`src/rtl/wrap_multi_fifo_pkg.sv`:
```
// Shared defaults, derived widths and helpers for the
// multi-port wrap-around queue.
package wrap_multi_fifo_pkg;

  localparam int unsigned DEF_DATA_NBITS = 8;
  localparam int unsigned DEF_SIZE       = 4;
  localparam int unsigned DEF_MAX_OPS    = 2;

  localparam int unsigned DEF_PTR_NBITS = $clog2(DEF_SIZE);
  localparam int unsigned DEF_CNT_NBITS = $clog2(DEF_SIZE + 1);
  localparam int unsigned DEF_OPS_NBITS = $clog2(DEF_MAX_OPS + 1);

  function automatic int unsigned min_u(
    input int unsigned a,
    input int unsigned b
  );
    return (a < b) ? a : b;
  endfunction

endpackage

```
`src/rtl/ptr_wrap_adv.sv`:
```
// Combinational wrap-advance of a pointer by 0..MAX_OPS
// single steps, plus per-lane slot indices ptr+0..ptr+MAX_OPS-1.
module ptr_wrap_adv
  import wrap_multi_fifo_pkg::*;
#(
  parameter int unsigned SIZE    = DEF_SIZE,
  parameter int unsigned MAX_OPS = DEF_MAX_OPS,
  localparam int unsigned PTR_NBITS = $clog2(SIZE),
  localparam int unsigned OPS_NBITS = $clog2(MAX_OPS + 1)
) (
  input  logic [PTR_NBITS-1:0]              ptr,
  input  logic [OPS_NBITS-1:0]              cnt,
  output logic [MAX_OPS-1:0][PTR_NBITS-1:0] lanes,
  output logic [PTR_NBITS-1:0]              adv
);

  // Chained single steps keep non-power-of-2 sizes correct.
  function automatic logic [PTR_NBITS-1:0] step_n(
    input logic [PTR_NBITS-1:0] p,
    input int unsigned          n
  );
    logic [PTR_NBITS-1:0] q;
    q = p;
    for (int unsigned j = 0; j < n; j++)
      q = (q == PTR_NBITS'(SIZE - 1)) ? '0 : q + 1'b1;
    return q;
  endfunction

  always_comb begin
    for (int unsigned i = 0; i < MAX_OPS; i++)
      lanes[i] = step_n(ptr, i);
  end

  always_comb begin
    adv = ptr;
    for (int unsigned i = 1; i <= MAX_OPS; i++)
      if (cnt == OPS_NBITS'(i))
        adv = step_n(ptr, i);
  end

endmodule

```
`src/rtl/wrap_multi_fifo.sv`:
```
// Circular queue with up to MAX_OPS enqueues and dequeues
// per cycle; occupancy disambiguates full from empty.
module wrap_multi_fifo
  import wrap_multi_fifo_pkg::*;
#(
  parameter int unsigned DATA_NBITS = DEF_DATA_NBITS,
  parameter int unsigned SIZE       = DEF_SIZE,
  parameter int unsigned MAX_OPS    = DEF_MAX_OPS,
  localparam int unsigned PTR_NBITS = $clog2(SIZE),
  localparam int unsigned CNT_NBITS = $clog2(SIZE + 1),
  localparam int unsigned OPS_NBITS = $clog2(MAX_OPS + 1)
) (
  input  logic                               clk,
  input  logic                               reset,
  input  logic [OPS_NBITS-1:0]               enq_count,
  input  logic [MAX_OPS-1:0][DATA_NBITS-1:0] enq_data,
  output logic [OPS_NBITS-1:0]               enq_rdy_count,
  input  logic [OPS_NBITS-1:0]               deq_count,
  output logic [MAX_OPS-1:0][DATA_NBITS-1:0] deq_data,
  output logic [OPS_NBITS-1:0]               deq_valid_count,
  output logic [CNT_NBITS-1:0]               occupancy
);

  localparam int unsigned SUM_NBITS = CNT_NBITS + 1;

  logic [DATA_NBITS-1:0] mem [SIZE];
  logic [PTR_NBITS-1:0]  head;
  logic [PTR_NBITS-1:0]  tail;
  logic [PTR_NBITS-1:0]  head_adv;
  logic [PTR_NBITS-1:0]  tail_adv;
  logic [MAX_OPS-1:0][PTR_NBITS-1:0] rd_idx;
  logic [MAX_OPS-1:0][PTR_NBITS-1:0] wr_idx;
  logic [CNT_NBITS-1:0]  free;
  logic [OPS_NBITS-1:0]  eff_enq;
  logic [OPS_NBITS-1:0]  eff_deq;
  logic [CNT_NBITS-1:0]  occ_next;

  // Readiness uses current free space only, no same-cycle credit.
  assign free = CNT_NBITS'(SIZE) - occupancy;
  assign enq_rdy_count =
    OPS_NBITS'(min_u(32'(free), MAX_OPS));
  assign deq_valid_count =
    OPS_NBITS'(min_u(32'(occupancy), MAX_OPS));

  assign eff_enq =
    OPS_NBITS'(min_u(32'(enq_count), 32'(enq_rdy_count)));
  assign eff_deq =
    OPS_NBITS'(min_u(32'(deq_count), 32'(deq_valid_count)));

  assign occ_next = CNT_NBITS'(
    {1'b0, occupancy}
    + SUM_NBITS'(eff_enq)
    - SUM_NBITS'(eff_deq));

  ptr_wrap_adv #(
    .SIZE    (SIZE),
    .MAX_OPS (MAX_OPS)
  ) u_head_adv (
    .ptr   (head),
    .cnt   (eff_deq),
    .lanes (rd_idx),
    .adv   (head_adv)
  );

  ptr_wrap_adv #(
    .SIZE    (SIZE),
    .MAX_OPS (MAX_OPS)
  ) u_tail_adv (
    .ptr   (tail),
    .cnt   (eff_enq),
    .lanes (wr_idx),
    .adv   (tail_adv)
  );

  always_comb begin
    for (int unsigned i = 0; i < MAX_OPS; i++)
      deq_data[i] = mem[rd_idx[i]];
  end

  always_ff @(posedge clk) begin
    if (reset) begin
      head      <= '0;
      tail      <= '0;
      occupancy <= '0;
      for (int unsigned i = 0; i < SIZE; i++)
        mem[i] <= '0;
    end else begin
      for (int unsigned i = 0; i < MAX_OPS; i++)
        if (OPS_NBITS'(i) < eff_enq)
          mem[wr_idx[i]] <= enq_data[i];
      head      <= head_adv;
      tail      <= tail_adv;
      occupancy <= occ_next;
    end
  end

endmodule
```
`config.mk`:
```
export PLATFORM = sky130hd
export DESIGN_NAME = wrap_multi_fifo
export DESIGN_NICKNAME = d
export VERILOG_FILES = /design/src/rtl/wrap_multi_fifo_pkg.sv /design/src/rtl/ptr_wrap_adv.sv /design/src/rtl/wrap_multi_fifo.sv
export SDC_FILE = /design/constraint.sdc
export NUM_CORES = 1
export LEC_CHECK = 0
export CORE_AREA = 2 2 84 66
export DETAILED_ROUTE_END_ITERATION = 7
export DIE_AREA = 0 0 86 68
export GPL_TIMING_DRIVEN = 0
export PLACE_DENSITY = 0.76
export SLEW_MARGIN = 10
export SYNTH_ARGS = -nofsm -noshare
export SYNTH_HDL_FRONTEND = slang
export SYNTH_SLANG_ARGS = --single-unit
```
`constraint.sdc`:
```
create_clock -name clk -period 3.6 [get_ports clk]
set_input_delay 0.36 -clock clk [delete_from_list [all_inputs] [get_ports clk]]
set_output_delay 0.36 -clock clk [all_outputs]
set_load 0.03 [all_outputs]
```
==> results.json, run 1 <==
{
  "status": "completed",
  "synthCells": 194,
  "intPower_w": 0.00170,
  "synth-compound-area-share_pct": 14.0,
  "drt_first_pass_iters": 4,
  "synth_seq_cells": 41,
  "antenna_found_initial": 0,
  "clock_latency_ps": 290,
  "grt.busiest_layer": "met2",
  "layout.cells.most_common": "clkdlybuf4s50_1",
  "floorplan.rows": 23,
  "power.density_mw_per_mm2": 930,
  "grt_start_max_net_pins": 14,
  "multi_input_area_mm2": 0.00122,
  "max_cap_viol_count": 0,
  "synth-adder-area-share_pct": 9.67,
  "clk_transition_reported_paths_ps": 80,
  "gr-usage-all-layers_pct": 20.4,
  "dp_cells": 300,
  "r2r_start": "occupancy[0]$_SDFF_PP0_",
  "drc_errors": 0,
  "final-setup-viol-count": 0,
  "end_kind": "output port",
  "wirelength_um": 5570,
  "rsz0062_at_grt": "false",
  "antenna_left": 0,
  "mappedNetlistNets": 234,
  "tritoncts_clock_tree": "built",
  "fillers": 401,
  "holdWs_ps": 574,
  "vias_in_the_first_global_route": 1725,
  "finalCriticalPeriod_ps": 3080,
  "hold_bufs_inserted_after_cts": 0,
  "num_io_pins": 45,
  "cp.arrival_ps": 2720,
  "synthXorXnorAreaFrac_pct": 1.76,
  "ys_async_sr_fraction_pct": 0,
  "p_leak_nw": 1.21,
  "cts_buffers": 5,
  "clock_power_share_pct": 12.5,
  "timing.critical_path.fanout_max": 9,
  "drt-vias-per-instance": 5.85,
  "chipHeight_um": 68,
  "max_slew_margin_pct": 52.2,
  "regToRegSetupSlack_ps": 530,
  "slew_viol_final": 0,
  "layout.cells.non_filler": 308,
  "hold_path_class": "reg2reg",
  "cts-root-to-sink-buffers": 2,
  "root_buffer": "clkbuf_8",
  "detailroute.via_count": 1803,
  "sequentialPowerShare_pct": 27.4,
  "holdCritStartpoint": "head[0]$_SDFFE_PP0N_",
  "diodes": 0,
  "cp_data_required_time_ps": 3240,
  "timing.critical_path.from_type": "flop",
  "timing.setup.tns_ps": 0,
  "place_congestion": 0.779,
  "grt.met1_usage_pct": 27.5,
  "ys.flop_type": "edfxtp_1",
  "htreeDepth": 2,
  "route.detailed.wl_per_inst_um": 18.1,
  "worst_ir_drop_vdd_v": 0.000588,
  "layout_setup_ws_ps": 521,
  "initialDrtViolationCount": 139,
  "grt_first_pass_wirelength_um": 8700,
  "transition_time_of_the_tightest_slew_check_pin_ps": 716,
  "synth_simple_gate_area_share_pct": 8.97,
  "switchingPower_w": 0.00119,
  "layout_common_cells": "clkdlybuf4s50_1 (44), edfxtp_1 (32), a22o_1 (24)",
  "synth_edf_count": 32,
  "buffer_ports.inserted": 44,
  "drive_gt1_share_pct": 14.2,
  "fin_worst_skew_ps": 2.99,
  "sequential_area_share_after_synthesis_pct": 45.9,
  "ys.warnings.count": 0,
  "core-area_mm2": 0.00509,
  "use_met2_pct": 33.9,
  "setup.worst_path.class": "reg2out",
  "power_frac_comb_pct": 60.1,
  "number_of_buffers_inserted_to_repair_setup_after_cts": 0,
  "timing.final.hold_violations": 0,
  "synthesis.area_mm2": 0.00248,
  "sequential_cell_area_mm2": 0.00114,
  "synthesis.area_per_instance_um2": 12.8,
  "grtUsageMet3_pct": 4.22,
  "cts.sinks": 41,
  "fp.dieArea_mm2": 0.00585,
  "areaGrowthSynthToFinish_pct": 25.3,
  "start_util_pct": 48.8,
  "nNetsFinal": 285,
  "grt_overflow": 0,
  "synth.distinct_cells": 38,
  "fp.dieW_um": 86,
  "min_period_over_period_pct": 85.5,
  "cts.repair.resized": 0,
  "largest_family_of_logic_cells_by_synthesized_area": "multiplexers",
  "post_synth_mux_area_share_pct": 14.7,
  "switching_share_pct": 41.2,
  "dpl_worst_slack_ps": 543,
  "detailed_place_hpwl_um": 3970,
  "achievable-frequency_mhz": 325,
  "final_core_utilization_pct": 61.1,
  "setup.worst_path.start": "head[0]$_SDFFE_PP0N_"
}
[state kept, by name, summed over array words and instances, names as in the netlist, named ones only]
name,cells
mem,32
head,2
tail,2
occupancy,3
[final cells by class]
type                            instances  area share, %
Multi-Input combinational cell        122           39.2
Sequential cell                        41           36.7
Timing Repair Buffer                   44           14.2
Tap cell                               62           2.49
Inverter                               20           2.41
Clock buffer                            5           2.21
Buffer                                 11           1.57
Clock inverter                          3           1.33
[cell usage after synthesis (2+ instances only)]
cell type	count	area share, %
dfxtp_1	9	7.3
clkbuf_1	4	0.60
fa_1	2	1.6
nand2_1	4	0.60
and2_1	2	0.50
buf_2	6	1.2
nor2b_1	4	1.0
ha_1	16	8.1
xor2_1	2	0.71
o22ai_1	2	0.50
inv_1	20	3.0
a21oi_1	2	0.40
nand3_1	8	1.6
xnor2_1	3	1.1
edfxtp_1	32	39
nor2_1	6	0.91
nor2_2	2	0.50
o21ai_0	8	1.6
nor3b_1	3	0.91
nor3_1	2	0.40
mux4_2	15	14
a311o_1	2	0.81
a22o_1	24	8.5
or2_2	2	0.50
[worst max-delay path, stage by stage (launching register included)]
cell and delay [ps]:
dfxtp_1 350, ha_1 240, nor2_2 560, mux4_1 660, clkdlybuf4s50_1 610
[routing by layer]
layer	routed length, um	vias to the layer above	share of wire [%]
li1	-	851	-
met1	2340	871	42
met2	2680	73	48
met3	491	8	8.8
met4	59	0	1.1
met5	0	-	0
[path summary, 6_finish.rpt]
kind                          to  cells after the start
max                 deq_data[10]                      4
min                         flop                      2
min reg2reg                 flop                      2
max reg2reg  mem[1][4]$_DFFE_PP_                     12
[power by group through the flow]
stage	registers, W	clock network, W	logic [W]
detailed placement	0.000805	0	0.00174
global placement	0.000796	0	0.00171
global route	0.000814	0.000388	0.00189
CTS	0.000794	0.000368	0.00175
floorplan	0.000801	0	0.00119
finish	0.000794	0.000362	0.00174
[through the flow]
step	cell area [um^2]	total power [W]
floorplan	2480	0.00199
global placement	3000	0.00251
detailed placement	3000	0.00255
CTS	3110	0.00291
global route	3110	0.00310
finish	3110	0.00289
[logic make-up (layout without fill, tap and decap cells)]
logic type | Yosys count | count (layout)
AOI/OAI and AO/OA | 44 | 44
DFF | 41 | 41
and+or+nand+nor | 39 | 39
buffers and inverters | 31 | 83
adders and majority gates | 18 | 18
muxes | 16 | 16
xor gates and xnor gates | 5 | 5
Note: power is estimated with default switching activity, not from simulation.
==> run 2: changes to the inputs <==
--- a/config.mk
+++ b/config.mk
@@ -5,11 +5,12 @@
 export SDC_FILE = /design/constraint.sdc
 export NUM_CORES = 1
 export LEC_CHECK = 0
-export CORE_AREA = 2 2 84 66
+export CORE_AREA = 2 2 87 68
 export DETAILED_ROUTE_END_ITERATION = 7
-export DIE_AREA = 0 0 86 68
+export DIE_AREA = 0 0 89 70
 export GPL_TIMING_DRIVEN = 0
-export PLACE_DENSITY = 0.76
+export PLACE_DENSITY = 0.75
+export SKIP_CTS_REPAIR_TIMING = 1
 export SLEW_MARGIN = 10
 export SYNTH_ARGS = -nofsm -noshare
 export SYNTH_HDL_FRONTEND = slang
==> constraint.sdc (replaced) <==
create_clock -name clk -period 2.8 [get_ports clk]
set_input_delay 0.28 -clock clk [delete_from_list [all_inputs] [get_ports clk]]
set_output_delay 0.28 -clock clk [all_outputs]
set_load 0.03 [all_outputs]
==> run 2 against run 1 <==
  * Critical path depth rose by 9
  * Non-clock buffer count is 8 higher
  * Hold slack improved by 21 ps
  * Clock skew grew 9.0 ps
  * Worst setup slack lost 460 ps
  * Global-route usage down 0.84 points
  * Die area grew 6.5%
==> results.json, run 2 (same netlist as run 1, synthesis figures left out) <==
{
  "status": "completed",
  "power_frac_comb_pct": 63.0,
  "worst_ir_drop_vdd_v": 0.000766,
  "hold_path_class": "reg2reg",
  "drt_first_pass_iters": 4,
  "core-area_mm2": 0.00553,
  "transition_time_of_the_tightest_slew_check_pin_ps": 549,
  "regs_by_ff_count": "mem x32, occupancy x3",
  "holdCritStartpoint": "head[0]$_SDFFE_PP0N_",
  "final_core_utilization_pct": 60.1,
  "fp.dieArea_mm2": 0.00623,
  "r2r_start": "occupancy[0]$_SDFF_PP0_",
  "dp_cells": 316,
  "timing.final.hold_violations": 0,
  "htreeDepth": 2,
  "max_cap_viol_count": 0,
  "cts_buffers": 5,
  "wirelength_um": 5650,
  "vias_in_the_first_global_route": 1827,
  "switching_share_pct": 40.3,
  "regToRegSetupSlack_ps": 60,
  "layout.cells.non_filler": 332,
  "met1_length_um": 2390,
  "sequentialPowerShare_pct": 25.5,
  "cts-root-to-sink-buffers": 2,
  "dpl_cell_area_mm2": 0.00305,
  "power.density_mw_per_mm2": 1220,
  "detailroute.wirelength.met2_um": 2760,
  "floorplan.rows": 24,
  "gr-usage-all-layers_pct": 19.6,
  "areaGrowthSynthToFinish_pct": 33.6,
  "cp.arrival_ps": 2910,
  "maxUsedRoutingLayer": "met4",
  "antenna_found_initial": 0,
  "design_power_total_w": 0.00405,
  "switchingPower_w": 0.00163,
  "start_util_pct": 45.0,
  "end_kind": "flop",
  "slew_viol_final": 0,
  "root_buffer": "clkbuf_8",
  "detailed_place_hpwl_um": 3890,
  "cts.sinks": 41,
  "cp_data_required_time_ps": 2970,
  "num_io_pins": 45,
  "finalCriticalPeriod_ps": 2740,
  "clock_power_share_pct": 11.6,
  "fin_worst_skew_ps": 11.9,
  "min_period_over_period_pct": 97.9,
  "nNetsFinal": 293,
  "achievable-frequency_mhz": 365,
  "detailroute.via_count": 1788,
  "max_flop_register": "mem",
  "max_slew_margin_pct": 62.4,
  "final-setup-viol-count": 0,
  "buffer_ports.inserted": 44,
  "holdWs_ps": 594,
  "drc_errors": 0,
  "crit-reg2reg-capture": "occupancy[1]$_SDFF_PP0_",
  "drive_gt1_share_pct": 24.8,
  "chipHeight_um": 70,
  "design_area_mm2": 0.00332,
  "intPower_w": 0.00242,
  "tritoncts_clock_tree": "built",
  "layout.cells.most_common": "clkdlybuf4s50_1",
  "rsz0062_at_grt": "true",
  "grt_overflow": 0,
  "layout_common_cells": "clkdlybuf4s50_1 (44), edfxtp_1 (32), a22o_1 (24)",
  "reg2regPathDepth": 13,
  "diodes": 0,
  "met3_length_um": 387,
  "initialDrtViolationCount": 129,
  "p_leak_nw": 1.28,
  "timing.critical_path.from_type": "flop",
  "largest_register_ffs": 32,
  "antenna_left": 0,
  "clock_latency_ps": 290,
  "route.detailed.wl_per_inst_um": 17.0,
  "hold_path_depth": 2,
  "fp.dieW_um": 89,
  "timing.critical_path.fanout_max": 3,
  "place_congestion": 0.818,
  "setup.worst_path.class": "reg2reg",
  "drt-vias-per-instance": 5.39,
  "grt_start_max_net_pins": 14,
  "clk_transition_reported_paths_ps": 80,
  "grt_first_pass_wirelength_um": 9090
}
==> run 2: power by group through the flow <==
stage	registers, W	clock network (W)	logic [W]
3_3_place_gp	0.00103	0	0.00223
3_5_place_dp	0.00104	0	0.00229
4_1_cts	0.00103	0.000467	0.00230
6_report	0.00103	0.000469	0.00255
2_1_floorplan	0.00104	0	0.00157
5_1_grt	0.00107	0.000493	0.00275
==> run 2: worst max-delay path, stage by stage (launching register included) <==
cell and delay [ps]:
dfxtp_4 350, inv_2 50, ha_4 170, xor2_4 150
or2_4 260, ha_4 250, nor2b_4 150, o22ai_4 90
ha_1 310, inv_1 60, ha_2 160, inv_2 40
fa_2 530, nor2_1 40
==> run 2: how the worst max path moves through the flow <==
stage | startpoint | to | cells past startpoint
2_1_floorplan | occupancy[0]$_SDFF_PP0_ | occupancy[2]$_SDFF_PP0_ | 14
3_3_place_gp | occupancy[0]$_SDFF_PP0_ | mem[1][7]$_DFFE_PP_ | 12
3_5_place_dp | occupancy[0]$_SDFF_PP0_ | mem[1][7]$_DFFE_PP_ | 12
4_1_cts | head[0]$_SDFFE_PP0N_ | deq_data[10] | 4
5_1_grt | occupancy[0]$_SDFF_PP0_ | occupancy[2]$_SDFF_PP0_ | 14
6_report | occupancy[0]$_SDFF_PP0_ | occupancy[1]$_SDFF_PP0_ | 13
==> run 2: layout make-up <==
type	instances	area, um^2
clock inverters	2	35.0
flip-flops and latches	41	1150
inverters	20	77.6
multi-input cells	122	1320
fillers	457	2210
clock buffers	6	72.6
repair buffers	54	528
plain buffers	9	41.3
well taps	78	97.6
==> run 2: per-layer routing <==
layer	vias to the layer above	GRT usage, %
met5	-	0
met4	0	6.30
met3	12	4.02
met2	64	29.9
met1	848	28.1
li1	864	-
==> run 2: stage by stage <==
step           setup TNS [ps]  setup WS, ps
5_1_grt                  -108         -45.1
3_5_place_dp            -1030         -86.7
6_report                    0          57.8
2_1_floorplan               0          14.6
3_3_place_gp            -1120          -101
4_1_cts                 -3450          -264
